### src/rtl/heart_render.sv
// Heart sprite raster stage: maps scan coordinates to heart ROM addresses using
// incremental scale counters, with sprite parameters latched once per frame.
module heart_render #(
    parameter int WIDTH_ROM  = 100,
    parameter int HEIGHT_ROM = 92,
    parameter int ADDR_W     = 14
) (
    input  logic              clk,
    input  logic              rst_n,
    input  logic [9:0]        x_px,
    input  logic [9:0]        y_px,
    input  logic              activevideo,
    input  logic [9:0]        x_scr,
    input  logic [9:0]        y_scr,
    input  logic [3:0]        wpixel,
    input  logic [3:0]        hpixel,
    input  logic              show,
    output logic [ADDR_W-1:0] rom_addr,
    input  logic              rom_data,
    output logic              pixel_on,
    output logic              valid
);

    localparam int CW = $clog2(WIDTH_ROM);
    localparam int RW = $clog2(HEIGHT_ROM);
    localparam logic [CW-1:0]     COL_LAST = CW'(WIDTH_ROM - 1);
    localparam logic [RW-1:0]     ROW_LAST = RW'(HEIGHT_ROM - 1);
    localparam logic [ADDR_W-1:0] ROW_STEP = ADDR_W'(WIDTH_ROM);

    logic [9:0]        r_xs_l, r_ys_l;
    logic [3:0]        r_w_l, r_h_l;
    logic              r_show_l;
    logic              r_in_x, r_in_y;
    logic [CW-1:0]     r_col;
    logic [RW-1:0]     r_row;
    logic [3:0]        r_subx, r_suby;
    logic [ADDR_W-1:0] r_rowbase, r_rom_addr;
    logic              r_av_d1, r_av_d2, r_hit_d1, r_hit_d2, r_show_d1, r_show_d2;

    logic              w_latch, w_line_end, w_y_arm, w_x_start, w_in_range, w_hit;
    logic [9:0]        w_xs, w_ys;
    logic [3:0]        w_w, w_h, w_subx;
    logic              w_show, w_in_x, w_in_y;
    logic [CW-1:0]     w_col;
    logic [ADDR_W-1:0] w_rowbase;

    // Pixel (0,0) sees the freshly latched parameters, so bypass the latches then.
    assign w_latch    = activevideo && (x_px == 10'd0) && (y_px == 10'd0);
    assign w_xs       = w_latch ? x_scr : r_xs_l;
    assign w_ys       = w_latch ? y_scr : r_ys_l;
    assign w_w        = w_latch ? ((wpixel == 4'd0) ? 4'd1 : wpixel) : r_w_l;
    assign w_h        = w_latch ? ((hpixel == 4'd0) ? 4'd1 : hpixel) : r_h_l;
    assign w_show     = w_latch ? show : r_show_l;
    assign w_line_end = r_av_d1 && !activevideo;
    assign w_y_arm    = ({1'b0, y_px} + 11'd1) == {1'b0, r_ys_l};

    assign w_x_start  = activevideo && (x_px == w_xs);
    assign w_in_x     = w_x_start || r_in_x;
    assign w_col      = w_x_start ? {CW{1'b0}} : r_col;
    assign w_subx     = w_x_start ? 4'd0 : r_subx;
    assign w_in_y     = w_latch ? (y_scr == 10'd0) : r_in_y;
    assign w_rowbase  = w_latch ? {ADDR_W{1'b0}} : r_rowbase;
    assign w_in_range = (w_xs < 10'd640) && (w_ys < 10'd480);
    assign w_hit      = activevideo && w_in_x && w_in_y && w_in_range;

    // Per-frame parameter latch.
    always_ff @(posedge clk or negedge rst_n) begin
        if (!rst_n) begin
            r_xs_l   <= 10'd0;
            r_ys_l   <= 10'd0;
            r_w_l    <= 4'd1;
            r_h_l    <= 4'd1;
            r_show_l <= 1'b0;
        end else if (w_latch) begin
            r_xs_l   <= w_xs;
            r_ys_l   <= w_ys;
            r_w_l    <= w_w;
            r_h_l    <= w_h;
            r_show_l <= w_show;
        end
    end

    // Horizontal column / sub-pixel counters, stepped on active cycles only.
    always_ff @(posedge clk or negedge rst_n) begin
        if (!rst_n) begin
            r_in_x <= 1'b0;
            r_col  <= {CW{1'b0}};
            r_subx <= 4'd0;
        end else if (activevideo) begin
            if (w_in_x) begin
                if (w_subx == (w_w - 4'd1)) begin
                    r_subx <= 4'd0;
                    if (w_col == COL_LAST) begin
                        r_in_x <= 1'b0;
                        r_col  <= w_col;
                    end else begin
                        r_in_x <= 1'b1;
                        r_col  <= w_col + {{(CW-1){1'b0}}, 1'b1};
                    end
                end else begin
                    r_in_x <= 1'b1;
                    r_subx <= w_subx + 4'd1;
                    r_col  <= w_col;
                end
            end
        end else if (w_line_end) begin
            r_in_x <= 1'b0;
        end
    end

    // Vertical row counters; a new frame latch also drops any sprite left over from the last frame.
    always_ff @(posedge clk or negedge rst_n) begin
        if (!rst_n) begin
            r_in_y    <= 1'b0;
            r_row     <= {RW{1'b0}};
            r_suby    <= 4'd0;
            r_rowbase <= {ADDR_W{1'b0}};
        end else if (w_latch) begin
            r_in_y    <= (y_scr == 10'd0);
            r_row     <= {RW{1'b0}};
            r_suby    <= 4'd0;
            r_rowbase <= {ADDR_W{1'b0}};
        end else if (w_line_end) begin
            if (w_y_arm) begin
                r_in_y    <= 1'b1;
                r_row     <= {RW{1'b0}};
                r_suby    <= 4'd0;
                r_rowbase <= {ADDR_W{1'b0}};
            end else if (r_in_y) begin
                if (r_suby == (r_h_l - 4'd1)) begin
                    r_suby    <= 4'd0;
                    r_rowbase <= r_rowbase + ROW_STEP;
                    if (r_row == ROW_LAST) begin
                        r_in_y <= 1'b0;
                    end else begin
                        r_row <= r_row + {{(RW-1){1'b0}}, 1'b1};
                    end
                end else begin
                    r_suby <= r_suby + 4'd1;
                end
            end
        end
    end

    // ROM address register and two-stage alignment pipeline.
    always_ff @(posedge clk or negedge rst_n) begin
        if (!rst_n) begin
            r_rom_addr <= {ADDR_W{1'b0}};
            r_av_d1    <= 1'b0;
            r_av_d2    <= 1'b0;
            r_hit_d1   <= 1'b0;
            r_hit_d2   <= 1'b0;
            r_show_d1  <= 1'b0;
            r_show_d2  <= 1'b0;
        end else begin
            if (w_hit) begin
                r_rom_addr <= w_rowbase + ADDR_W'(w_col);
            end
            r_av_d1   <= activevideo;
            r_av_d2   <= r_av_d1;
            r_hit_d1  <= w_hit;
            r_hit_d2  <= r_hit_d1;
            r_show_d1 <= w_show;
            r_show_d2 <= r_show_d1;
        end
    end

    assign rom_addr = r_rom_addr;
    assign valid    = r_av_d2;
    assign pixel_on = r_hit_d2 && r_show_d2 && rom_data;

endmodule

### config.mk
export PLATFORM = sky130hd
export DESIGN_NAME = heart_render
export DESIGN_NICKNAME = d
export VERILOG_FILES = /design/src/rtl/heart_render.sv
export SDC_FILE = /design/constraint.sdc
export NUM_CORES = 1
export LEC_CHECK = 0
export CORE_ASPECT_RATIO = 1.2
export CORE_UTILIZATION = 35
export CTS_CLUSTER_SIZE = 30
export DETAILED_ROUTE_END_ITERATION = 12
export DONT_BUFFER_PORTS = 1
export GPL_TIMING_DRIVEN = 0
export PLACE_DENSITY_LB_ADDON = 0.2
export SETUP_SLACK_MARGIN = 0.2
export SYNTH_ARGS = -nofsm -noshare
export SYNTH_HDL_FRONTEND = slang
export SYNTH_SLANG_ARGS = --single-unit
### constraint.sdc
create_clock -name clk -period 3.5 [get_ports clk]
set_input_delay 0.7 -clock clk [delete_from_list [all_inputs] [get_ports clk]]
set_output_delay 0.7 -clock clk [all_outputs]
set_load 0.005 [all_outputs]
==> summary.txt <==
Detailed routing
  • DR pass1 iterations: 4
  • Mean number of vias per cell: 5.34
  • Wire length per cell after detailed routing: 16.8 um
  • Top metal layer carrying routed signals: met4
  • Detailed router's first-iteration violation count: 223
  • Sum of met3 wire segment lengths after detailed routing: 442 um
  • Met2 WL post-DR: 6920 um
  • Detailed Route WL: 13,200 um
  • Number of nets still failing antenna checks after routing: 0
  • Via Count: 4,203
  • DRC violation count after routing: 0
  • Total routed wire length on the met1 layer: 5610 um

Yosys
  • Mapped Avg Cell Area: 9.16 um2
  • Area of the mapped netlist: 5120 um2
  • Gate Count Post-Synth: 559
  • Number of enable-type register cells in the synthesized netlist: 0
  • Count of unique library cells instantiated by Yosys: 69
  • Net count after synthesis: 626
  • Proportion of register bits with asynchronous set or reset after synthesis: 1.00
  • Proportion of synthesized chip area in sequential cells: 0.416
  • Count of warnings emitted by yosys: 0
  • Ys flop type: dfrtp_1
  • Register bit total from synthesis: 85

STA
  • Crit share post-route: 0.994
  • Slew at the pin closest to its max-slew limit: 0.655 ns
  • Final count of pins violating max slew: 0
  • Final setup violation count: 0
  • Number of failing hold endpoints at the final stage: 0
  • Fin crit period: 3.48 ns
  • Headroom to the max-slew limit: 0.562
  • F_max: 287 MHz
  • Unrepaired setup endpoints after global routing: true
  • Fin Clk Skew: 0.00434 ns

Run
  • Number of max-cap violations: 0

Worst setup path
  • Data arrival time of the critical path: 3.70 ns
  • CP endpoint kind: flop
  • Launching point of the worst reg2reg path: r_xs_l[4]
  • Req. time, crit path: 3.72 ns
  • CP startpoint: y_px[1]
  • Critical-path maximum fanout: 5
  • Critical path class: in2reg
  • Startpoint types: input port

CTS
  • H-Tree Level Count: 3
  • TritonCTS buffer count: 9
  • Clock latency on the worst-skew pair: 0.33 ns
  • Root Buffer: clkbuf_16
  • Number of buffers added to fix hold violations after cts: 0
  • Clock sink count: 85
  • Clock tree from TritonCTS: yes
  • Buffers from clock root to sink, at most: 2
  • Clock-pin slew of the registers on the worst-case setup and hold paths: 0.06 ns

Floorplan
  • Core Region: 14,400 um2
  • Number of placement rows: 48
  • Starting utilization of the core area: 0.357
  • Horizontal die dimension: 112 um
  • Number of primary I/O pins: 69
  • Total die area: 15,100 um2
  • Floorplan die height: 134 um

Power and ir drop
  • Power Dens Cells: 328 nW/um2
  • Static leakage power: 2.84 nW
  • Worst IR Drop VDD: 0.210 mV

Placed design
  • HPWL after detailed placement: 9620 um
  • Placed insts: 734
  • Final RePlAce weighted congestion: 0.796
  • Count of buffers from port buffering: 0
  • Post-placement cell area: 5560 um2

Layout
  • Proportion of layout cells with a drive suffix above 1: 0.234
  • Number of nets in the layout: 673
  • Layout Cell Area excl Fill: 6460 um2
  • Final non-filler cell total: 787
  • Core occupancy in the finished layout: 0.450
  • Area grow syn2layout: 26.1%

Global route
  • Global-route wire length before repair: 21,900 um
  • Vias in the first global route: 4,373
  • Number of antenna violations at the first check in global routing: 0
  • Maximum number of pins on one net before global-route repair: 86
  • Gr ovfl total: 0
  • Tot GR Track Use: 0.185

Min path
  • Min-Delay Path Class: in2async

Outcome
  • Outcome: finished clean
==> metrics by stage <==
stage	power (mW)	hold WS (ns)	setup TNS (ns)	worst slack, ns
2_1_floorplan	1.13	0.331	-1.46	-0.240
3_3_place_gp	1.15	0.339	-12.16	-0.752
3_5_place_dp	1.15	0.339	-13.52	-0.800
4_1_cts	2.13	0.0434	-0.0798	-0.0431
5_1_grt	2.20	0.0429	-1.44	-0.154
6_report	2.12	0.0589	0	0.0208
==> critical path, stage by stage <==
cell,delay [ns]
clkinv_8,0.02
ha_4,0.11
nor4b_4,0.22
nand3_2,0.14
nor2_4,0.17
mux2i_1,0.25
o2111a_1,0.24
buf_6,0.13
nand2_4,0.06
buf_6,0.13
and2_4,0.13
ha_4,0.28
a21oi_4,0.06
and2_4,0.14
buf_8,0.12
o31ai_4,0.30
o21ai_1,0.14
xnor2_1,0.14
a22o_1,0.21
==> synthesized netlist by cell type, drive strengths merged, types with 13 or more instances <==
master / count / area share
o21ai: 42 / 0.041
ha: 14 / 0.034
inv: 24 / 0.018
xnor2: 24 / 0.041
nor3: 13 / 0.014
nand3: 21 / 0.022
xor2: 22 / 0.038
a21oi: 15 / 0.015
dfrtp: 83 / 0.41
mux2: 15 / 0.034
nor2: 28 / 0.023
and2: 14 / 0.017
nand2: 96 / 0.072
nor4: 15 / 0.021
==> final cells by class <==
type                    count  area [um2]
clock buffers              15         268
plain buffers              19         174
inverters                  24         120
multi-input cells         431        3220
repair buffers             36         297
flip-flops and latches     85        2130
well taps                 175         219
fillers                  1375        7900
clock inverters             1        30.0
diodes                      1        2.50
==> flip-flops by register name, indices dropped and copies added, names as in the netlist, 4 cells and up <==
name       cells
rom_addr      14
r_w_l          4
r_xs_l        10
r_ys_l        10
r_col          7
r_subx         4
r_h_l          4
r_rowbase     12
r_suby         4
r_row          7
==> per-layer routing <==
| metal | global-route usage | vias up |
|---|---|---|
| met3 | 0.0364 | 17 |
| met1 | 0.223 | 2053 |
| met5 | 0 | - |
| met2 | 0.328 | 60 |
| li1 | - | 2073 |
| met4 | 0.0689 | 0 |
==> cell families (layout without fill, tap and decap cells) <==
group                    after synthesis  count (layout)  synth area share
buffers and inverters                 43              95            0.0359
adder cells (fa/ha/maj)               14              14            0.0342
AO/OA/AOI/OAI                        112             112             0.151
AND/OR/NAND/NOR                      239             239             0.242
XOR/XNOR                              46              46            0.0787
multiplexers                          19              19            0.0416
other                                  1               2          0.000733
flip-flops                            85              85             0.416
==> where the power goes <==
group | internal [mW] | switching, mW | total, mW
clock | 0.594 | 0.377 | 0.970
sequential | 0.995 | 0.0175 | 1.01
combinational | 0.0647 | 0.0691 | 0.134
==> path summary, 6_finish.rpt <==
check / cells after the start / slack (ns) / end
worst min-delay path: 0 / 0.06 / r_hit_d2
min in group clk: 0 / 0.35 / r_show_d2
worst min register to register: 0 / 0.35 / r_show_d2
worst max register to register: 17 / 0.23 / rom_addr[8]
worst max-delay path: 19 / 0.02 / rom_addr[8]
max in group asynchronous: 0 / 3.22 / r_h_l[0]
==> cells in the final DEF (no fill, tap or decap), types with 4 or more instances in the layout <==
cell	n
xor2_1	21
or4_1	4
a22o_1	6
clkbuf_1	8
buf_6	11
buf_4	29
nand2_4	5
mux2i_1	4
or3_1	5
o21ai_1	10
nand2b_1	9
nand2_1	89
ha_4	6
nor2_1	25
o211ai_1	7
a21oi_1	12
xnor2_1	23
and2_1	11
and3_1	6
ha_1	7
mux2_2	10
nor4_4	6
nor3_1	10
nor4_1	8
clkbuf_16	9
o21ai_0	28
buf_8	5
nand3_1	19
inv_1	19
nor2b_1	8
dfrtp_1	83
nand4_1	7
o31ai_1	7
==> repair_timing <==
action                     CTS  global route
setup endpoints to repair   22            28
gates resized for setup     33            32
cloned                       0             0
setup buffers               28             8
pin swaps                   28            39
Note: power is estimated with default switching activity, not from simulation.
